**config.mk**
```make
export PLATFORM = sky130hd
export DESIGN_NAME = javk_alu_ctrl
export DESIGN_NICKNAME = d
export VERILOG_FILES = /design/src/rtl/javk_alu_ctrl.sv
export SDC_FILE = /design/constraint.sdc
export NUM_CORES = 1
export LEC_CHECK = 0
export BUFFER_PORTS_ARGS = -buffer_cell sky130_fd_sc_hd__buf_2
export CAP_MARGIN = 10
export CELL_PAD_IN_SITES_DETAIL_PLACEMENT = 0
export CELL_PAD_IN_SITES_GLOBAL_PLACEMENT = 2
export CORE_UTILIZATION = 33
export CTS_BUF_LIST = sky130_fd_sc_hd__clkbuf_8
export CTS_CLUSTER_DIAMETER = 100
export CTS_CLUSTER_SIZE = 28
export DETAILED_ROUTE_END_ITERATION = 16
export PLACE_DENSITY_LB_ADDON = 0.1
export SLEW_MARGIN = 20
export SYNTH_ARGS = -nofsm -noshare
export SYNTH_HDL_FRONTEND = slang
export SYNTH_SLANG_ARGS = --single-unit
```
**constraint.sdc**
```tcl
create_clock -name clk -period 2.5 [get_ports clk]
set_clock_uncertainty 0.15 [all_clocks]
set_input_delay 0 -clock clk [delete_from_list [all_inputs] [get_ports clk]]
set_output_delay 0 -clock clk [all_outputs]
set_load 0.01 [all_outputs]
```
**src/rtl/javk_alu_ctrl.sv**
```systemverilog
// JAVK 8-bit CPU execution core: 3-state fetch/decode/exec sequencer
// driving register-file selects and a registered 8-bit ALU.
module javk_alu_ctrl (
  input  logic       clk,
  input  logic       rst,
  input  logic [7:0] instr,
  input  logic [7:0] a,
  input  logic [7:0] b,
  output logic       fetch,
  output logic [2:0] alu_op,
  output logic [2:0] alu_shamt,
  output logic [3:0] reg_sel,
  output logic [1:0] reg16_src,
  output logic [1:0] reg16_dst,
  output logic       reg16_mv,
  output logic       alu_en,
  output logic [7:0] alu_out,
  output logic [3:0] flags
);

  typedef enum logic [1:0] {
    S_FETCH  = 2'd0,
    S_DECODE = 2'd1,
    S_EXEC   = 2'd2
  } state_t;

  localparam logic [2:0] OP_ADD = 3'd0;
  localparam logic [2:0] OP_SUB = 3'd1;
  localparam logic [2:0] OP_AND = 3'd2;
  localparam logic [2:0] OP_OR  = 3'd3;
  localparam logic [2:0] OP_XOR = 3'd4;
  localparam logic [2:0] OP_NOT = 3'd5;
  localparam logic [2:0] OP_SHL = 3'd6;
  localparam logic [2:0] OP_SHR = 3'd7;

  state_t     state_q, state_d;
  logic [7:0] instr_q, instr_d;
  logic [2:0] alu_op_q, alu_op_d;
  logic [2:0] shamt_q, shamt_d;
  logic [3:0] reg_sel_q, reg_sel_d;
  logic [1:0] src_q, src_d;
  logic [1:0] dst_q, dst_d;
  logic [7:0] alu_out_q, alu_out_d;
  logic [3:0] flags_q, flags_d;

  // ---------------- sequencer ----------------
  always_ff @(posedge clk) begin
    if (rst) state_q <= S_FETCH;
    else     state_q <= state_d;
  end

  always_comb begin
    state_d = S_FETCH;
    case (state_q)
      S_FETCH:  state_d = S_DECODE;
      S_DECODE: state_d = S_EXEC;
      S_EXEC:   state_d = S_FETCH;
      default:  state_d = S_FETCH;
    endcase
  end

  // ---------------- decode ----------------
  // Decode outputs change only on the edge that ends DECODE; NOPs and
  // moves leave the fields they do not own untouched.
  always_comb begin
    instr_d   = instr_q;
    alu_op_d  = alu_op_q;
    shamt_d   = shamt_q;
    reg_sel_d = reg_sel_q;
    src_d     = src_q;
    dst_d     = dst_q;
    if (state_q == S_DECODE) begin
      instr_d = instr;
      if (instr[7]) begin
        alu_op_d  = instr[6:4];
        reg_sel_d = instr[3:0];
        shamt_d   = instr[2:0];
      end else if (instr[6]) begin
        src_d = instr[3:2];
        dst_d = instr[1:0];
      end
    end
  end

  always_ff @(posedge clk) begin
    if (rst) begin
      instr_q   <= '0;
      alu_op_q  <= '0;
      shamt_q   <= '0;
      reg_sel_q <= '0;
      src_q     <= '0;
      dst_q     <= '0;
    end else begin
      instr_q   <= instr_d;
      alu_op_q  <= alu_op_d;
      shamt_q   <= shamt_d;
      reg_sel_q <= reg_sel_d;
      src_q     <= src_d;
      dst_q     <= dst_d;
    end
  end

  // Strobes come from the latched instruction, so they are mutually exclusive.
  assign fetch    = (state_q == S_FETCH);
  assign alu_en   = (state_q == S_EXEC) && instr_q[7];
  assign reg16_mv = (state_q == S_EXEC) && (instr_q[7:6] == 2'b01);

  assign alu_op    = alu_op_q;
  assign alu_shamt = shamt_q;
  assign reg_sel   = reg_sel_q;
  assign reg16_src = src_q;
  assign reg16_dst = dst_q;

  // ---------------- ALU ----------------
  logic [8:0] sum_w, diff_w, shl_w, shr_w;
  logic [7:0] res;
  logic       res_c, res_v;

  assign sum_w  = {1'b0, a} + {1'b0, b};
  assign diff_w = {1'b0, a} - {1'b0, b};
  // Extra bit catches the last bit shifted out (zero when shamt=0).
  assign shl_w  = {1'b0, a} << shamt_q;
  assign shr_w  = {a, 1'b0} >> shamt_q;

  always_comb begin
    res   = '0;
    res_c = 1'b0;
    res_v = 1'b0;
    case (alu_op_q)
      OP_ADD: begin
        res   = sum_w[7:0];
        res_c = sum_w[8];
        res_v = (a[7] == b[7]) && (sum_w[7] != a[7]);
      end
      OP_SUB: begin
        res   = diff_w[7:0];
        res_c = diff_w[8];
        res_v = (a[7] != b[7]) && (diff_w[7] != a[7]);
      end
      OP_AND: res = a & b;
      OP_OR:  res = a | b;
      OP_XOR: res = a ^ b;
      OP_NOT: res = ~a;
      OP_SHL: begin
        res   = shl_w[7:0];
        res_c = shl_w[8];
      end
      OP_SHR: begin
        res   = shr_w[8:1];
        res_c = shr_w[0];
      end
      default: res = '0;
    endcase
  end

  always_comb begin
    alu_out_d = alu_out_q;
    flags_d   = flags_q;
    if (alu_en) begin
      alu_out_d = res;
      flags_d   = {res[7], res_v, res_c, (res == 8'h00)};
    end
  end

  always_ff @(posedge clk) begin
    if (rst) begin
      alu_out_q <= '0;
      flags_q   <= '0;
    end else begin
      alu_out_q <= alu_out_d;
      flags_q   <= flags_d;
    end
  end

  assign alu_out = alu_out_q;
  assign flags   = flags_q;

endmodule

```
* Word level (Yosys, flattened, before mapping) *
Cells that the tools add are included.

storage, ports and cells
  memory bits (writable) = 0
  memories = 0
  logic and storage cells = 45
  memory bits (read-only) = 0
  bits in latches = 0
  input bits = 26
  output and inout bits = 29
  flip-flop bits (word level) = 36

cells by class
  multiplexer cells = 4
  equal/unequal tests = 14
  $add $sub $neg = 2
  magnitude comparators = 0
  shift operators = 2
  $mul = 0
  reductions and logical operators = 9
  div/mod/pow operators = 0
  bitwise logic cells = 5

operators by type and width
  cell                                                                    number
  8-bit one-hot mux with 8 select lines                                   1
  3-bit equality test (second input constant)                             4
  8-bit by 8-bit adder with 9-bit output                                  1
  8-bit by 3-bit left shift with 9-bit output                             1
  9-bit by 3-bit >> shifter with 9-bit output                             1
  8-bit by 8-bit subtractor with 9-bit output                             1
  8-bit AND                                                               1
  8-bit zero test                                                         1
  8-bit NOT                                                               1
  8-bit OR                                                                1
  8-bit XOR                                                               1
  3-bit by 2-bit equality test with 1-bit output (second input constant)  2
  2-bit by 1-bit equality test with 1-bit output (second input constant)  2
  1-bit logical AND                                                       4
  1-bit one-hot mux with 4 select lines                                   1
  2-bit one-hot mux with 2 select lines                                   1
  3-bit by 1-bit equality test with 1-bit output (second input constant)  1
  3-bit zero test                                                         1
  1-bit inequality test                                                   3
  3-bit AND reduction                                                     1
  2-bit equality test (second input constant)                             1
  2-bit zero test                                                         1
  1-bit one-hot mux with 2 select lines                                   1
  2-bit AND reduction                                                     1
  2 further kinds                                                         2

* Depth between registers and ports, before layout *
  word-level depth = 4
  depth in mapped cells = 11
  gate-level depth less buffers = 11

* Worst setup path after synthesis *
Ideal clock, no wire load.

  path type = reg2reg
  start point = register shamt_q[0], in the netlist alu_shamt[0]
  end point = register alu_out_q[6], in the netlist alu_out[6]
  library setup time = 142 ps
  buffers on the path = 0
  cell stages (with the launch flop) = 8
  setup slack = 177 ps
  required time = 2208 ps
  period minus slack after synthesis = 2323 ps
  arrival = 2031 ps
  cells stage by stage = dfxtp_1 mux4_2 o21ai_1 a21oi_1 a211o_1 a31o_1 a222oi_1 a211oi_1

on the way
  longest elaborated chain between the ends = 2
  elaborated cells between the ends (all ways) = 3
  classes of those cells = shift (2); mux (1)

ends and longest elaborated chain
  item                                                                                                        RTL line  source
  from (decl)                                                                                                 39        logic [2:0] shamt_q, shamt_d;
  from (signal assigned)                                                                                      96        shamt_q <= shamt_d;
  9-bit by 3-bit >> shifter with 9-bit output or 8-bit by 3-bit left shift with 9-bit output (tied branches)  123, 122
  8-bit one-hot mux with 8 select lines *                                                                     129       case (alu_op_q)
  to (signal assigned)                                                                                        170       alu_out_q <= alu_out_d;
  to (decl)                                                                                                   43        logic [7:0] alu_out_q, alu_out_d;

Mark *: on every way between the ends. The rest lies on a longest branch, timed or not.
A chain may end at the register's enable or synchronous reset.

* Worst setup path in the final report *
Same ends and word-level chain as after synthesis.

==> flow_summary.toml <==
[run_status]
status = "completed"

[global_route]
antenna_found_initial = 0
grt_max_degree = 29
grt_pass1_wl_um = 14000
use_met3 = 0.00957
gr-max-usage-layer = "met2"
grtUsageMet2 = 0.346
grtUsageTotal = 0.201
grt_overflow = 0
grt_pass1_vias = 2735
use_met1 = 0.274

[worst_hold_path]
hp-class = "primary input to flop"

[power_and_ir_drop]
power_leakage_nw = 1.60
finalPower_mw = 1.36
p_per_area_nw_per_um2 = 382
ir_worst_vdd_mv = 0.197

[run]
maxCapViolCount = 0

[clock_tree]
cts_buffers = 3
clockBufferDepth = 2
clk_pin_slew_ns = 0.10
ctsHtreeMaxLevel = 1
cts_tree = "built"
clk_latency_ns = 0.28
cts_sinks = 26
cts-root-buf = "clkbuf_8"

[detailed_routing]
drc_errors = 0
drt_iter0_drc = 128
wl_per_cell_um = 16.8
via_per_inst = 5.22
wl_um = 9080
drtPass1Iterations = 4
ant_nets = 0
vias = 2826

[final_layout]
final_layout_size_suffix_gt1_frac = 0.264
largest_reg_flops = 8
nets = 489
antenna_cells = 0
finalNonFillerCells = 541
area_growth_pct = 24.5
register_area_um2 = 526
fill_cells = 888
multiInputGateArea_um2 = 2080

[placed_design]
place_congestion = 0.890
place_hpwl_um = 7220
io_buffers = 54
dp_cells = 529
dp_slack_ns = -0.0625

[worst_setup_path]
cp.arrival_ns = 2.39
end_kind = "flop"
crit_fanout = 4
cp.required_ns = 2.49
cp-start-kind = "flop"
worstSetupPathType = "flop to flop"

[logic_synthesis]
ys_ff_latch = 26
synth.avg_cell_area_um2 = 7.94
synth-edff-count = 0
synth_cell_type_count = 66
synth.top_cell.area_share = 0.182
async_flop_share = 0
seq_area_frac_synth = 0.182
synth_ff_type = "dfxtp_1"
synth_area_leaders = "dfxtp_1 (18%), ha_1 (10%), mux2i_1 (9.8%)"
synth_nets = 413
synth_cells = 361
syn-cell-area_um2 = 2870
synth_top_area_cell = "dfxtp_1"
yosysWarnings = 0

[floorplan]
dieArea_um2 = 9060
core_um2 = 8300
rows = 33
die-height_um = 95.2
die-width_um = 95.2
io_pins = 55
start_util = 0.345

[sta]
rsz0062_at_grt = "false"
max_freq_mhz = 416
fin_crit_sh = 0.961
final_hold_viol_count = 0
slew_headroom = 0.629
worstMarginPinSlew_ns = 0.554
fin_ws_ns = 0.0977
setup_viol = 0
min_period_ns = 2.40
maxSlewViolCount = 0
-- kinds of logic (layout without fill, tap and decap cells) --
kind of cell | Yosys count | count (layout) | synth area share
fa+ha+maj | 26 | 26 | 0.119
xor+xnor | 8 | 8 | 0.0244
mux | 38 | 38 | 0.162
flops | 26 | 26 | 0.182
simple gates | 108 | 108 | 0.186
compound gates | 95 | 95 | 0.228
buf+inv | 60 | 135 | 0.0991
-- layout by cell type, fill, tap and decap left out, types with 7 or more instances in the layout --
| cell | synthesis | layout |
|---|---|---|
| a21oi_1 | 19 | 18 |
| ha_1 | 24 | 24 |
| nor2_1 | 37 | 37 |
| a211oi_1 | 10 | 9 |
| buf_4 | 6 | 37 |
| nand2_1 | 23 | 23 |
| mux2i_1 | 28 | 26 |
| inv_1 | 31 | 31 |
| nand2b_1 | 7 | 7 |
| xnor2_1 | 7 | 7 |
| nor3_1 | 8 | 8 |
| o21ai_0 | 16 | 16 |
| dfxtp_1 | 26 | 24 |
| buf_2 | 11 | 54 |
| dlygate4sd3_1 | 0 | 7 |
-- what timing repair did --
action	CTS	global route
cloned	0	0
endpoints found under the setup margin	2	5
setup buffers	1	0
gates resized for setup	0	10
hold buffers	7	0
pin swaps	1	0
endpoints found under the hold margin	12	0
-- path summary, 6_finish.rpt --
| kind | from | to | slack, ns | depth (start not counted) |
|---|---|---|---|---|
| worst min register to register | alu_out[5] | alu_out[5] | 0.30 | 2 |
| worst min-delay path | rst | instr_q[6] | 0.03 | 2 |
| worst max-delay path | alu_shamt[0] | alu_out[6] | 0.1 | 8 |
| worst max register to register | alu_shamt[0] | alu_out[6] | 0.1 | 8 |
-- layout make-up --
type                       count  share of cell area
clock inverter                 1             0.00841
timing repair buffer         100               0.179
tap                          105              0.0368
multi-input combinational    275               0.584
sequential                    26               0.147
inverter                      31              0.0326
clock buffer                   3              0.0116
-- stage by stage --
stage | utilization | setup TNS (ns) | hold slack [ns] | area, µm²
after global placement | 0.408 | -0.00478 | 0.0993 | 3390
after floorplan | - | 0 | -0.00606 | 2870
after detailed placement | 0.408 | -0.104 | 0.104 | 3390
final | 0.430 | 0 | 0.0286 | 3570
after global routing | 0.430 | 0 | 0.0516 | 3570
after CTS | 0.426 | 0 | 0.0225 | 3530
-- cells in the mapped netlist (8+ instances only) --
| library cell | n |
|---|---|
| a211oi_1 | 10 |
| a21oi_1 | 19 |
| buf_2 | 11 |
| clkbuf_1 | 8 |
| dfxtp_1 | 26 |
| ha_1 | 24 |
| inv_1 | 31 |
| mux2i_1 | 28 |
| nand2_1 | 23 |
| nor2_1 | 37 |
| nor3_1 | 8 |
| o21ai_0 | 16 |
-- where the power goes --
group	internal (mW)	total (mW)	switching, mW
Clock	0.214	0.354	0.139
Combinational	0.265	0.568	0.302
Sequential	0.427	0.442	0.0147
-- worst max-delay path, cell delays in order, from the launching register on --
cell,delay (ns)
dfxtp_4,0.39
mux4_2,0.50
o21ai_1,0.13
a21oi_1,0.06
a211o_1,0.29
a31o_1,0.20
a222oi_1,0.30
buf_4,0.18
a211oi_2,0.06
-- per-layer routing --
layer	part of all wire	vias to the layer above
met1	0.47	1321
met3	0.030	6
met5	0	-
met2	0.48	51
met4	0.012	0
li1	-	1448
Power figures use the tool's default switching activity.
